## src/rtl/jtopl_busq.sv

```systemverilog
// CPU-side write front end for OPL/OPL3: per-bank address latches, a data-write
// FIFO and a paced issuer that forwards queued writes to the register decoder.
module jtopl_busq #(
    parameter int BANKS     = 1,
    parameter int DEPTH     = 4,
    parameter int DATA_WAIT = 3
) (
    input  logic       clk,
    input  logic       rst,
    input  logic       cenop,
    input  logic [7:0] din,
    input  logic [1:0] addr,
    input  logic       write,
    output logic       busy,
    output logic       overrun,
    output logic       new_mode,
    output logic       reg_wr,
    output logic       reg_bank,
    output logic [7:0] reg_sel,
    output logic [7:0] reg_din,
    input  logic       flag_A,
    input  logic       flag_B,
    output logic [7:0] dout
);

    localparam int AW = $clog2(DEPTH);
    localparam int CW = AW + 1;
    localparam logic [CW-1:0] FULL      = CW'(DEPTH);
    localparam logic [7:0]    WAIT_INIT = 8'(DATA_WAIT);

    typedef enum logic {
        ST_IDLE,
        ST_WAIT
    } state_t;

    typedef struct packed {
        logic       bank;
        logic [7:0] sel;
        logic [7:0] data;
    } entry_t;

    entry_t          mem_q [DEPTH];
    logic [7:0]      sel_q [2];
    logic [7:0]      sel_d [2];
    logic [AW-1:0]   wr_ptr_q, wr_ptr_d;
    logic [AW-1:0]   rd_ptr_q, rd_ptr_d;
    logic [CW-1:0]   count_q, count_d;
    state_t          state_q, state_d;
    logic [7:0]      cnt_q, cnt_d;
    logic            overrun_q, overrun_d;
    logic            new_mode_q, new_mode_d;
    logic            reg_wr_q, reg_wr_d;
    logic            reg_bank_q, reg_bank_d;
    logic [7:0]      reg_sel_q, reg_sel_d;
    logic [7:0]      reg_din_q, reg_din_d;
    logic [7:0]      dout_q, dout_d;

    logic   bank_in;
    logic   full;
    logic   empty;
    logic   pop;
    logic   push_req;
    logic   push;
    entry_t head;

    assign bank_in  = (BANKS == 2) ? addr[1] : 1'b0;
    assign full     = (count_q == FULL);
    assign empty    = (count_q == '0);
    assign head     = mem_q[rd_ptr_q];
    assign pop      = (state_q == ST_IDLE) && cenop && !empty;
    assign push_req = write && addr[0];
    // A full FIFO still accepts a push when the head leaves in the same cycle.
    assign push     = push_req && (!full || pop);

    always_comb begin
        sel_d      = sel_q;
        wr_ptr_d   = wr_ptr_q;
        rd_ptr_d   = rd_ptr_q;
        count_d    = count_q;
        state_d    = state_q;
        cnt_d      = cnt_q;
        overrun_d  = overrun_q;
        new_mode_d = new_mode_q;
        reg_wr_d   = 1'b0;
        reg_bank_d = reg_bank_q;
        reg_sel_d  = reg_sel_q;
        reg_din_d  = reg_din_q;
        dout_d     = {flag_A | flag_B, flag_A, flag_B, 5'd0};

        if (write && !addr[0]) begin
            sel_d[bank_in] = din;
        end
        if (push) begin
            wr_ptr_d = wr_ptr_q + AW'(1);
        end
        if (push_req && !push) begin
            overrun_d = 1'b1;
        end

        case (state_q)
            ST_IDLE: begin
                if (pop) begin
                    rd_ptr_d   = rd_ptr_q + AW'(1);
                    reg_wr_d   = 1'b1;
                    reg_sel_d  = head.sel;
                    reg_din_d  = head.data;
                    reg_bank_d = head.bank;
                    // Bank-1 writes fold onto bank 0 until NEW mode is enabled.
                    if (BANKS == 2 && head.bank) begin
                        if (head.sel == 8'h05) begin
                            new_mode_d = head.data[0];
                        end else if (!new_mode_q) begin
                            reg_bank_d = 1'b0;
                        end
                    end
                    if (DATA_WAIT != 0) begin
                        state_d = ST_WAIT;
                        cnt_d   = WAIT_INIT;
                    end
                end
            end
            ST_WAIT: begin
                if (cenop) begin
                    cnt_d = cnt_q - 8'd1;
                    if (cnt_q == 8'd1) begin
                        state_d = ST_IDLE;
                    end
                end
            end
            default: state_d = ST_IDLE;
        endcase

        case ({push, pop})
            2'b10:   count_d = count_q + CW'(1);
            2'b01:   count_d = count_q - CW'(1);
            default: count_d = count_q;
        endcase
    end

    always_ff @(posedge clk) begin
        if (push) begin
            mem_q[wr_ptr_q] <= '{bank: bank_in, sel: sel_q[bank_in], data: din};
        end
    end

    always_ff @(posedge clk) begin
        if (rst) begin
            sel_q[0]   <= 8'd0;
            sel_q[1]   <= 8'd0;
            wr_ptr_q   <= '0;
            rd_ptr_q   <= '0;
            count_q    <= '0;
            state_q    <= ST_IDLE;
            cnt_q      <= 8'd0;
            overrun_q  <= 1'b0;
            new_mode_q <= 1'b0;
            reg_wr_q   <= 1'b0;
            reg_bank_q <= 1'b0;
            reg_sel_q  <= 8'd0;
            reg_din_q  <= 8'd0;
            dout_q     <= 8'd0;
        end else begin
            sel_q      <= sel_d;
            wr_ptr_q   <= wr_ptr_d;
            rd_ptr_q   <= rd_ptr_d;
            count_q    <= count_d;
            state_q    <= state_d;
            cnt_q      <= cnt_d;
            overrun_q  <= overrun_d;
            new_mode_q <= new_mode_d;
            reg_wr_q   <= reg_wr_d;
            reg_bank_q <= reg_bank_d;
            reg_sel_q  <= reg_sel_d;
            reg_din_q  <= reg_din_d;
            dout_q     <= dout_d;
        end
    end

    assign busy     = full;
    assign overrun  = overrun_q;
    assign new_mode = new_mode_q;
    assign reg_wr   = reg_wr_q;
    assign reg_bank = reg_bank_q;
    assign reg_sel  = reg_sel_q;
    assign reg_din  = reg_din_q;
    assign dout     = dout_q;

endmodule

```

## config.mk

```make
export PLATFORM = sky130hd
export DESIGN_NAME = jtopl_busq
export DESIGN_NICKNAME = d
export VERILOG_FILES = /design/src/rtl/jtopl_busq.sv
export SDC_FILE = /design/constraint.sdc
export NUM_CORES = 1
export LEC_CHECK = 0
export BUFFER_PORTS_ARGS = -buffer_cell sky130_fd_sc_hd__clkbuf_2
export CORE_MARGIN = 1.5
export CORE_UTILIZATION = 52
export DETAILED_ROUTE_END_ITERATION = 12
export GPL_ROUTABILITY_DRIVEN = 0
export PLACE_DENSITY = 0.71
export SLEW_MARGIN = 20
export SYNTH_ARGS = -nofsm -noshare
export SYNTH_HDL_FRONTEND = slang
export SYNTH_SLANG_ARGS = --single-unit
```

## constraint.sdc

```tcl
create_clock -name clk -period 2.3 [get_ports clk]
set_input_delay 0.345 -clock clk [delete_from_list [all_inputs] [get_ports clk]]
set_output_delay 0.345 -clock clk [all_outputs]
set_load 0.02 [all_outputs]
```

==> reports/results.tsv <==
metric	value	unit
top_layer	met4	
drcViolationCount	0	
synthTopCellsByArea	edfxtp_1 45%, dfxtp_1 21%, mux4_2 8.4%, nand2_1 3.1%, a21oi_1 3.0%	
regArea	0.002823	sq mm
route.met2.wl	3631	microns
synthArstFlopShare	0	
grt_use_total	0.1909	
fillCellCount	657	
critical_path_arrival	2.27	ns
ys_seq_area_frac	0.6556	
drtAntennaViolNets	0	
synthCells	316	
routed_wl	7586	microns
power.density	961.3	mW/mm^2
finalClockSkew	0.01505	ns
wl_met3	373	microns
drtIter0Drc	109	
cts_buffers	9	
grt_pass1_wl	12340	microns
timing.fmax	493.3	MHz
setup_slack	0.2727	ns
setup_viol	0	
cts.path.max_buffers	2	
hpwl	4926	microns
final_cells	469	
design.core.area	0.008134	sq mm
cts.repair.resized	0	
finalCriticalPeriod	2.027	ns
hold_slack	0.2120	ns
hold_buffers	0	
yosysUniqueCellTypes	43	
initial_core_util	0.5293	
cts_setup_buffers	0	
ir_worst_vdd	0.3977	mV
clkLatencyLatePin	0.37	ns
critical_path.max_fanout	7	
fin_tns_setup	0	ns
synth_warnings	0	
path_cells	nor3_4 -> nor2_4 -> nand2_1 -> fa_1 -> or3_1 -> a31oi_1 -> a21oi_1	
dieWidth	93.99	microns
critPathKind	flop to flop	
holdPathEnd	dout[5]	
grt_max_degree	26	
rows	33	
clk_pin_slew_worst_paths	0.11	ns
rr_startpoint	count_q[2]	
reg2reg_to	count_q[2]	
p_leak	1.716	nW
dpl.cell_count	453	
avgRoutedWirePerCell	16.17	microns
overflow	0	
via_per_inst	5.358	
pre_cts_ws	0.2884	ns
cp_slowest_stage_delay	0.53	ns
start_kind	flop	
grt_pass1_vias	2448	
portBuffers	36	
hold_depth	2	
endpoint_kind	flop	
finalCritPeriodShare	0.8814	
grt_setup_unrepaired	false	
synth.avg_cell_area	13.62	sq um
drv_cap	0	
nets	382	
tritoncts	done	
multi_input_area	0.001364	sq mm
mappedNetlistArea	0.004305	sq mm
r2r_slack	0.27	ns
die_h	93.99	microns
synth-edff-count	64	
synth_top_area_share	0.4464	
clock-sinks	109	
synth_flop_cell	edfxtp_1	
maxSlewViolCount	0	
antenna_found_initial	0	
met1_length	3453	microns
diodes	0	
area_growth	11.86	%
holdCritPathClass	input port to flop	
root_buffer	clkbuf_8	
hp-start	flag_B	
drive_gt1_frac	0.2555	
cp_slowest_cell	dfxtp_1	
vias	2513	
crit_required	2.55	ns
io_pins	45	
dieArea	0.008834	sq mm
drtPass1Iterations	4	
finalHoldViolCount	0	
worst-r2r-cell-count	7	
status	finished, final reports clean	
yosys.area.top_type	edfxtp_1	
ys_ff_latch	109	
h-tree-depth	3	
area by class of cell:
| class | instances | share of cell area |
|---|---|---|
| Sequential cell | 109 | 0.5861 |
| Multi-Input combinational cell | 184 | 0.2832 |
| Timing Repair Buffer | 49 | 0.05768 |
| Tap cell | 105 | 0.02728 |
| Clock buffer | 9 | 0.02572 |
| Clock inverter | 7 | 0.01533 |
| Inverter | 6 | 0.004677 |
worst max-delay path, delay by kind of cell (launching register included):
family / cells / cell delay [ns]
AO/OA/AOI/OAI: 2 / 0.26
adder cells (fa/ha/maj): 1 / 0.42
flip-flops: 1 / 0.53
AND/OR/NAND/NOR: 4 / 0.72
routing by layer:
layer / vias to the layer above / track usage
li1: 1216 / -
met1: 1224 / 0.2541
met2: 65 / 0.3056
met3: 8 / 0.04045
met4: 0 / 0.07960
met5: - / 0
cells in the final DEF (no fill, tap or decap), types with 7 or more instances in the layout:
master / count
nor2_1: 25
clkbuf_2: 36
dfxtp_1: 45
mux4_2: 16
a21oi_1: 26
nand2_1: 36
buf_4: 13
conb_1: 7
clkbuf_8: 9
edfxtp_1: 64
mux2i_1: 9
synthesized netlist by cell type (2+ instances only):
cell type	count
edfxtp_1	64
inv_1	6
nor4_1	2
mux2_2	3
nor2_1	25
xnor2_1	5
nor2b_1	4
mux4_2	16
nand3_1	3
buf_4	8
nand2_1	36
mux2i_1	9
ha_1	6
clkbuf_1	9
a21oi_1	26
dfxtp_1	45
nor3_1	5
a31oi_1	2
buf_2	6
nand2b_1	2
or3_1	2
or2_2	2
o21ai_0	5
and2_1	6
cell families (layout without fill, tap and decap cells):
family	after synthesis	in the layout	share of synthesized area
multiplexers	28	28	0.1125
adder cells (fa/ha/maj)	7	7	0.02209
buffers and inverters	29	71	0.03400
other	1	7	0.0008710
XOR/XNOR	5	5	0.01017
flip-flops	109	109	0.6556
AO/OA/AOI/OAI	43	43	0.05987
AND/OR/NAND/NOR	94	94	0.1049
registers in the layout, summed over array words and instances (netlist names):
signal    cells
cnt_q         8
reg_wr        1
reg_sel       8
mem_q        64
dout          3
wr_ptr_q      2
sel_q         8
rd_ptr_q      2
overrun       1
count_q       3
reg_din       8
state_q       1
how the worst max path moves through the flow:
stage                     from    endpoint  slack, ns  cells past startpoint
finish              count_q[2]  count_q[2]       0.27                      7
detailed placement  count_q[2]  count_q[1]       0.29                      7
floorplan              state_q  count_q[1]       0.03                      9
global route        count_q[2]  count_q[2]       0.14                      7
CTS                 count_q[2]  count_q[2]       0.27                      7
global placement         cenop  count_q[1]       0.31                      8
power breakdown:
part | total (mW) | switching (mW) | internal [mW] | leakage, nW
clock network | 1.12 | 0.690 | 0.428 | 0.101
registers | 2.36 | 0.129 | 2.24 | 0.960
logic | 1.15 | 0.651 | 0.497 | 0.656
total | 4.63 | 1.47 | 3.16 | 1.72
per-stage QoR:
stage               utilization  area [sq um]  total power, mW
floorplan                     -          4334            3.271
global placement         0.5678          4618            3.528
detailed placement       0.5678          4618            3.563
CTS                      0.5921          4816            4.667
global route             0.5921          4816            4.896
finish                   0.5921          4816            4.630
Power figures use the tool's default switching activity.
